**src/rtl/mips_multicycle_ctrl.sv**
```systemverilog
// Main control FSM for the multicycle MIPS datapath. It steps each instruction through
// fetch, decode, execute, memory and write-back, and decodes every datapath control line
// from the current state.
module mips_multicycle_ctrl (
    input  logic       CLK,
    input  logic       RST,
    input  logic [5:0] Op,
    output logic       PCWrite,
    output logic       PCWriteCond,
    output logic       IorD,
    output logic       MemRead,
    output logic       MemWrite,
    output logic       IRWrite,
    output logic       MemtoReg,
    output logic       RegDst,
    output logic       RegWrite,
    output logic       ALUSrcA,
    output logic [1:0] ALUSrcB,
    output logic [1:0] ALUOp,
    output logic [1:0] PCSource,
    output logic       Illegal,
    output logic [3:0] State
);

    typedef enum logic [3:0] {
        StFetch  = 4'd0,
        StDecode = 4'd1,
        StMemAdr = 4'd2,
        StMemRd  = 4'd3,
        StMemWb  = 4'd4,
        StMemWr  = 4'd5,
        StExec   = 4'd6,
        StRwb    = 4'd7,
        StBranch = 4'd8,
        StJump   = 4'd9,
        StAddiEx = 4'd10,
        StAddiWb = 4'd11
    } state_e;

    localparam logic [5:0] OpRtype = 6'b000000;
    localparam logic [5:0] OpLw    = 6'b100011;
    localparam logic [5:0] OpSw    = 6'b101011;
    localparam logic [5:0] OpBeq   = 6'b000100;
    localparam logic [5:0] OpJ     = 6'b000010;
    localparam logic [5:0] OpAddi  = 6'b001000;

    state_e state_q, state_d;
    logic   illegal_q, illegal_d;

    // State and illegal-opcode pulse registers with synchronous reset.
    always_ff @(posedge CLK) begin
        if (RST) begin
            state_q   <= StFetch;
            illegal_q <= 1'b0;
        end else begin
            state_q   <= state_d;
            illegal_q <= illegal_d;
        end
    end

    // Next-state logic; Op is consulted only in DECODE and MEMADR.
    always_comb begin
        state_d   = StFetch;
        illegal_d = 1'b0;
        case (state_q)
            StFetch:  state_d = StDecode;
            StDecode: begin
                case (Op)
                    OpLw, OpSw: state_d = StMemAdr;
                    OpRtype:    state_d = StExec;
                    OpBeq:      state_d = StBranch;
                    OpJ:        state_d = StJump;
                    OpAddi:     state_d = StAddiEx;
                    default: begin
                        state_d   = StFetch;
                        illegal_d = 1'b1;
                    end
                endcase
            end
            StMemAdr: begin
                if (Op == OpLw) begin
                    state_d = StMemRd;
                end else if (Op == OpSw) begin
                    state_d = StMemWr;
                end else begin
                    // Op is no longer a memory opcode: drop the instruction.
                    state_d = StFetch;
                end
            end
            StMemRd:  state_d = StMemWb;
            StExec:   state_d = StRwb;
            StAddiEx: state_d = StAddiWb;
            // MEMWB, MEMWR, RWB, BRANCH, JUMP, ADDIWB and unused codes return to FETCH.
            default:  state_d = StFetch;
        endcase
    end

    // Moore output decode; every control line is held low while reset is asserted.
    always_comb begin
        PCWrite     = 1'b0;
        PCWriteCond = 1'b0;
        IorD        = 1'b0;
        MemRead     = 1'b0;
        MemWrite    = 1'b0;
        IRWrite     = 1'b0;
        MemtoReg    = 1'b0;
        RegDst      = 1'b0;
        RegWrite    = 1'b0;
        ALUSrcA     = 1'b0;
        ALUSrcB     = 2'b00;
        ALUOp       = 2'b00;
        PCSource    = 2'b00;
        if (!RST) begin
            case (state_q)
                StFetch: begin
                    MemRead = 1'b1;
                    IRWrite = 1'b1;
                    PCWrite = 1'b1;
                    ALUSrcB = 2'b01;
                end
                StDecode: ALUSrcB = 2'b11;
                StMemAdr, StAddiEx: begin
                    ALUSrcA = 1'b1;
                    ALUSrcB = 2'b10;
                end
                StMemRd: begin
                    MemRead = 1'b1;
                    IorD    = 1'b1;
                end
                StMemWb: begin
                    RegWrite = 1'b1;
                    MemtoReg = 1'b1;
                end
                StMemWr: begin
                    MemWrite = 1'b1;
                    IorD     = 1'b1;
                end
                StExec: begin
                    ALUSrcA = 1'b1;
                    ALUOp   = 2'b10;
                end
                StRwb: begin
                    RegWrite = 1'b1;
                    RegDst   = 1'b1;
                end
                StBranch: begin
                    ALUSrcA     = 1'b1;
                    ALUOp       = 2'b01;
                    PCWriteCond = 1'b1;
                    PCSource    = 2'b01;
                end
                StJump: begin
                    PCWrite  = 1'b1;
                    PCSource = 2'b10;
                end
                StAddiWb: RegWrite = 1'b1;
                default: ;
            endcase
        end
    end

    assign Illegal = illegal_q & ~RST;
    assign State   = state_q;

endmodule

```
**config.mk**
```make
export PLATFORM = sky130hd
export DESIGN_NAME = mips_multicycle_ctrl
export DESIGN_NICKNAME = d
export VERILOG_FILES = /design/src/rtl/mips_multicycle_ctrl.sv
export SDC_FILE = /design/constraint.sdc
export NUM_CORES = 1
export LEC_CHECK = 0
export BUFFER_PORTS_ARGS = -buffer_cell sky130_fd_sc_hd__buf_2
export CAP_MARGIN = 20
export CORE_MARGIN = 2
export CORE_UTILIZATION = 35
export DETAILED_ROUTE_END_ITERATION = 16
export MAX_ROUTING_LAYER = met4
export PLACE_DENSITY = 0.65
export SYNTH_ARGS = -nofsm -noshare
export SYNTH_HDL_FRONTEND = slang
export SYNTH_SLANG_ARGS = --single-unit
```
**constraint.sdc**
```tcl
create_clock -name CLK -period 1.44 [get_ports CLK]
set_input_delay 0.072 -clock CLK [delete_from_list [all_inputs] [get_ports CLK]]
set_output_delay 0.072 -clock CLK [all_outputs]
set_load 0.02 [all_outputs]
```
Word level (Yosys, flattened, before mapping)
Index checks and enable logic that the tools add are counted. Widths: inputs -> output; s select.

Muxes and demuxes: 31. Equality and inequality tests: 16. Reductions and logical operators: 11. Bitwise operators: 3.

Operators by type and width (number): $pmux 4 s6 (1); $mux 1 (21); $pmux 4 s5 (1); $eq 4x3->1 const B (4); $eq 4x4->1 const B (4); $eq 6x6->1 const B (2); $reduce_or 2->1 (6); $eq 4x2->1 const B (2); $pmux 2 s2 (2); $eq 6x2->1 const B (1); $eq 6x3->1 const B (1); $eq 6x4->1 const B (1); $logic_not 6->1 (1); $mux 2 (3); $mux 3 (2); $pmux 2 s3 (1); $reduce_or 6->1 (1); $eq 4x1->1 const B (1); $logic_not 4->1 (1); $reduce_or 4->1 (1); $reduce_or 3->1 (1); $not 1->1 (2); $and 1x1->1 (1).

Flip-flop bits (word level): 5. Word-level logic and storage cells: 63. Input bits: 8. Output and inout bits: 21.

Logic depth before layout (Yosys ltp)
Word-level depth: 4. Mapped depth: 6.

Worst setup path after synthesis
No wires, ideal clock.

Path kind: reg2out. Start: register state_q[3], in the netlist State[3]. End: output PCWrite. Data arrival time: 1.540 ns. Slack: -0.172 ns. Cell stages (with the launch flop): 5. Cells stage by stage: dfxtp_1 -> buf_4 -> nand2b_1 -> nor3_1 -> or2_1.

Cells in the longest elaborated chain, start to end: 4. Elaborated cells on any way between the ends: 5.

RTL lines: from (decl) (RTL line 47) `state_e state_q, state_d;`; from (signal assigned) (RTL line 53) `state_q <= StFetch;`; from (signal assigned) (RTL line 56) `state_q <= state_d;`; $eq 4x4->1 / $logic_not 4->1 (equally long branches) (RTL line 114) `case (state_q)`; $reduce_or 2->1 (no line) *; $mux 1 * (RTL line 114); $mux 1 * (RTL line 113) `if (!RST) begin`; to (decl) (RTL line 8) `output logic PCWrite,`.

Every way passes the cells marked *; elsewhere a longest branch is shown, timed or not.

Worst setup path after layout
Start: register state_q[1], in the netlist State[1]. End: output PCWrite.

Same word-level chain as after synthesis.

==> summary.txt <==
Root Buffer: clkbuf_4
Critical path class: flip-flop to primary output
Worst-case clock buffer depth: 2
DIE AREA: 0.00192 mm^2
Max-slew violation count: 0
Row cnt: 14
Largest net degree at the start of global routing: 18
Fmax: 0.709 GHz
EDFF count, synth: 0
Warnings, synthesis: 0
Fill cell count: 150
WP buf/inv: 1
First-pass GRT wire length: 2.50 mm
Final core occ: 0.531
Num CTS Buffers: 3
Final #Nets: 116
Tightest Pin Transition: 0.336 ns
Final setup violation count: 0
H-tree levels: 1
Synthesized net count: 87
Register area: 110 um^2
Antenna violations before repair: 0
Worst path required time: 1.37 ns
Register area share after synthesis: 0.180
Crit-path max FO: 7
Worst Path Arrival: 1.34 ns
Crit. Startpoint: State[1]$_SDFF_PP0_
Worst R2R Setup Slack: 0.19 ns
Crit-path leading delay family: simple AND/OR/NAND/NOR gates
Max Cap Viol: 0
Fraction of the cycle the final worst path needs: 0.979
Dominant synthesized flop cell: dfxtp_1
Worst reg2reg path startpoint: State[3]$_SDFF_PP0_
Netlist cell types: 33
Die Span Y: 43.8 um
Largest stage delay, worst path: 0.42 ns
Io pins: 29
Core area: 0.00149 mm^2
Largest cells by area after synthesis: dfxtp_1, nor3_1, nor2_1
Min-Delay Startpoint: Op[5]
Total GRT Usage: 0.178
Port bufs: 28
Multi-input logic area: 434 um^2
Layout Skew: 0.00322 ns
Vias in the first global route: 567
Tmin final: 1.41 ns
Leak: 0.340 nW
Hold-fix buffers, CTS: 0
DRT Pass-1 Iters: 4
Finished Layout Cells: 123
Yosys top cell area share: 0.180
Peak supply drop: 0.360 mV
Cells after synthesis: 79
Synthesized area: 556 um^2
Routability cong.: 0.842
Leading area contributor after synthesis: dfxtp_1
Mean post-synth cell area: 7.03 um^2
WL/cell: 12.9 um
ANT nets after route: 0
RSZ-0062 raised after global routing: yes
CP Launch Type: flip-flop
Detailed placement HPWL: 1.14 mm
Max transition margin: 0.776
DR vias/cell: 5.51
Setup slack after placement: 0.126 ns
CTS clk-pin slew, worst paths: 0.04 ns
Num Clock Sinks: 5
Most frequent cells in the layout: buf_2, nor3_1, buf_4, nor2_1, a21oi_1
Total wire length: 1.58 mm
Synthesized flop and latch total: 5
Worst Setup Slack, final: 0.0300 ns
DRC Markers: 0
GRT overflow: 0
ANT cells: 0
Commonest non-fill, non-tap cell in the layout: buf_2
Via count: 678
Crit-path slowest cell: or3_4
Clock latency on the worst-skew pair: 0.25 ns
Placed cell count: 115
Initial Util: 0.373
Share of post-route cells with drive strength above 1: 0.523
Critical Path, Cell by Cell: or3_4 > nor2_4 > or2_1 > buf_6
CP Capture Type: primary output
Min-Delay Path Class: primary input to flip-flop
Final hold violation count: 0
Outcome: finished clean
Initial DRC Count: 18
CTS tree: built
Pwr dens: 582 mW/mm^2
Syn-to-layout area delta: 42.3%
Chip width: 43.8 um
Ys async rst share: 0
metrics by stage:
step           hold slack, ns  TNS [ns]  power (mW)  instance area, um^2
2_1_floorplan           0.263    -0.186       0.241                  572
3_3_place_gp            0.418         0       0.278                  681
3_5_place_dp            0.429         0       0.279                  681
4_1_cts                 0.172         0       0.447                  739
5_1_grt                 0.194   -0.0281       0.491                  791
6_report                0.162         0       0.460                  791
worst reg2reg max path, delay by kind of cell (launching register included):
kind | cells | cell delay [ns]
flip-flops | 1 | 0.34
buffers and inverters | 1 | 0.16
AO/OA/AOI/OAI | 1 | 0.17
AND/OR/NAND/NOR | 3 | 0.51
Yosys cell counts, types with 2 or more instances:
library cell and instances:
a211oi_1 3, nand2b_1 4, a211o_1 2, nor2_4 2, or2_1 2, buf_4 3
dfxtp_1 5, nor3_1 12, buf_6 2, clkbuf_1 3, buf_2 2, o21ai_0 2
nor2_1 10, a21oi_1 4, and3_1 2, nor2b_1 2, nand2_1 3
flip-flops by register name, summed over array words and instances, names as in the netlist:
signal,cells
State,4
illegal_q,1
report_power, final:
| group | switching (mW) | internal [mW] | total [mW] |
|---|---|---|---|
| Combinational | 0.0877 | 0.0560 | 0.144 |
| Clock | 0.0622 | 0.105 | 0.167 |
| Sequential | 0.00722 | 0.142 | 0.149 |
path summary, 6_finish.rpt:
kind | end | depth (start not counted)
worst max-delay path | PCWrite | 4
worst min-delay path | State[3]$_SDFF_PP0_ | 4
worst max register to register | State[2]$_SDFF_PP0_ | 5
worst min register to register | State[3]$_SDFF_PP0_ | 2
kinds of logic after synthesis:
group,share of synthesized area
AO/OA/AOI/OAI,0.228
XOR/XNOR,0.0315
buffers and inverters,0.126
flip-flops,0.180
AND/OR/NAND/NOR,0.435
per-layer routing:
metal  GRT usage  part of all wire  up-vias  wire length (um)
li1            -                 -      343                 -
met4      0.0727            0.0082        0                13
met5           -                 0        -                 0
met2       0.294              0.50       26               794
met3      0.0375             0.057        2                91
met1       0.206              0.43      307               684
layout make-up:
class	instances	area share
Tap cell	16	0.0253
Inverter	1	0.00475
Clock buffer	4	0.0332
Sequential cell	5	0.139
Multi-Input combinational cell	63	0.549
Timing Repair Buffer	34	0.248
timing repair:
item / 4_1_cts / 5_1_grt
pin swaps: 0 / 2
setup buffers: 2 / 2
endpoints found under the setup margin: 10 / 5
hold endpoints to repair: 0 / 0
resized for setup: 7 / 13
No activity file was read; power rests on OpenSTA's default activity.
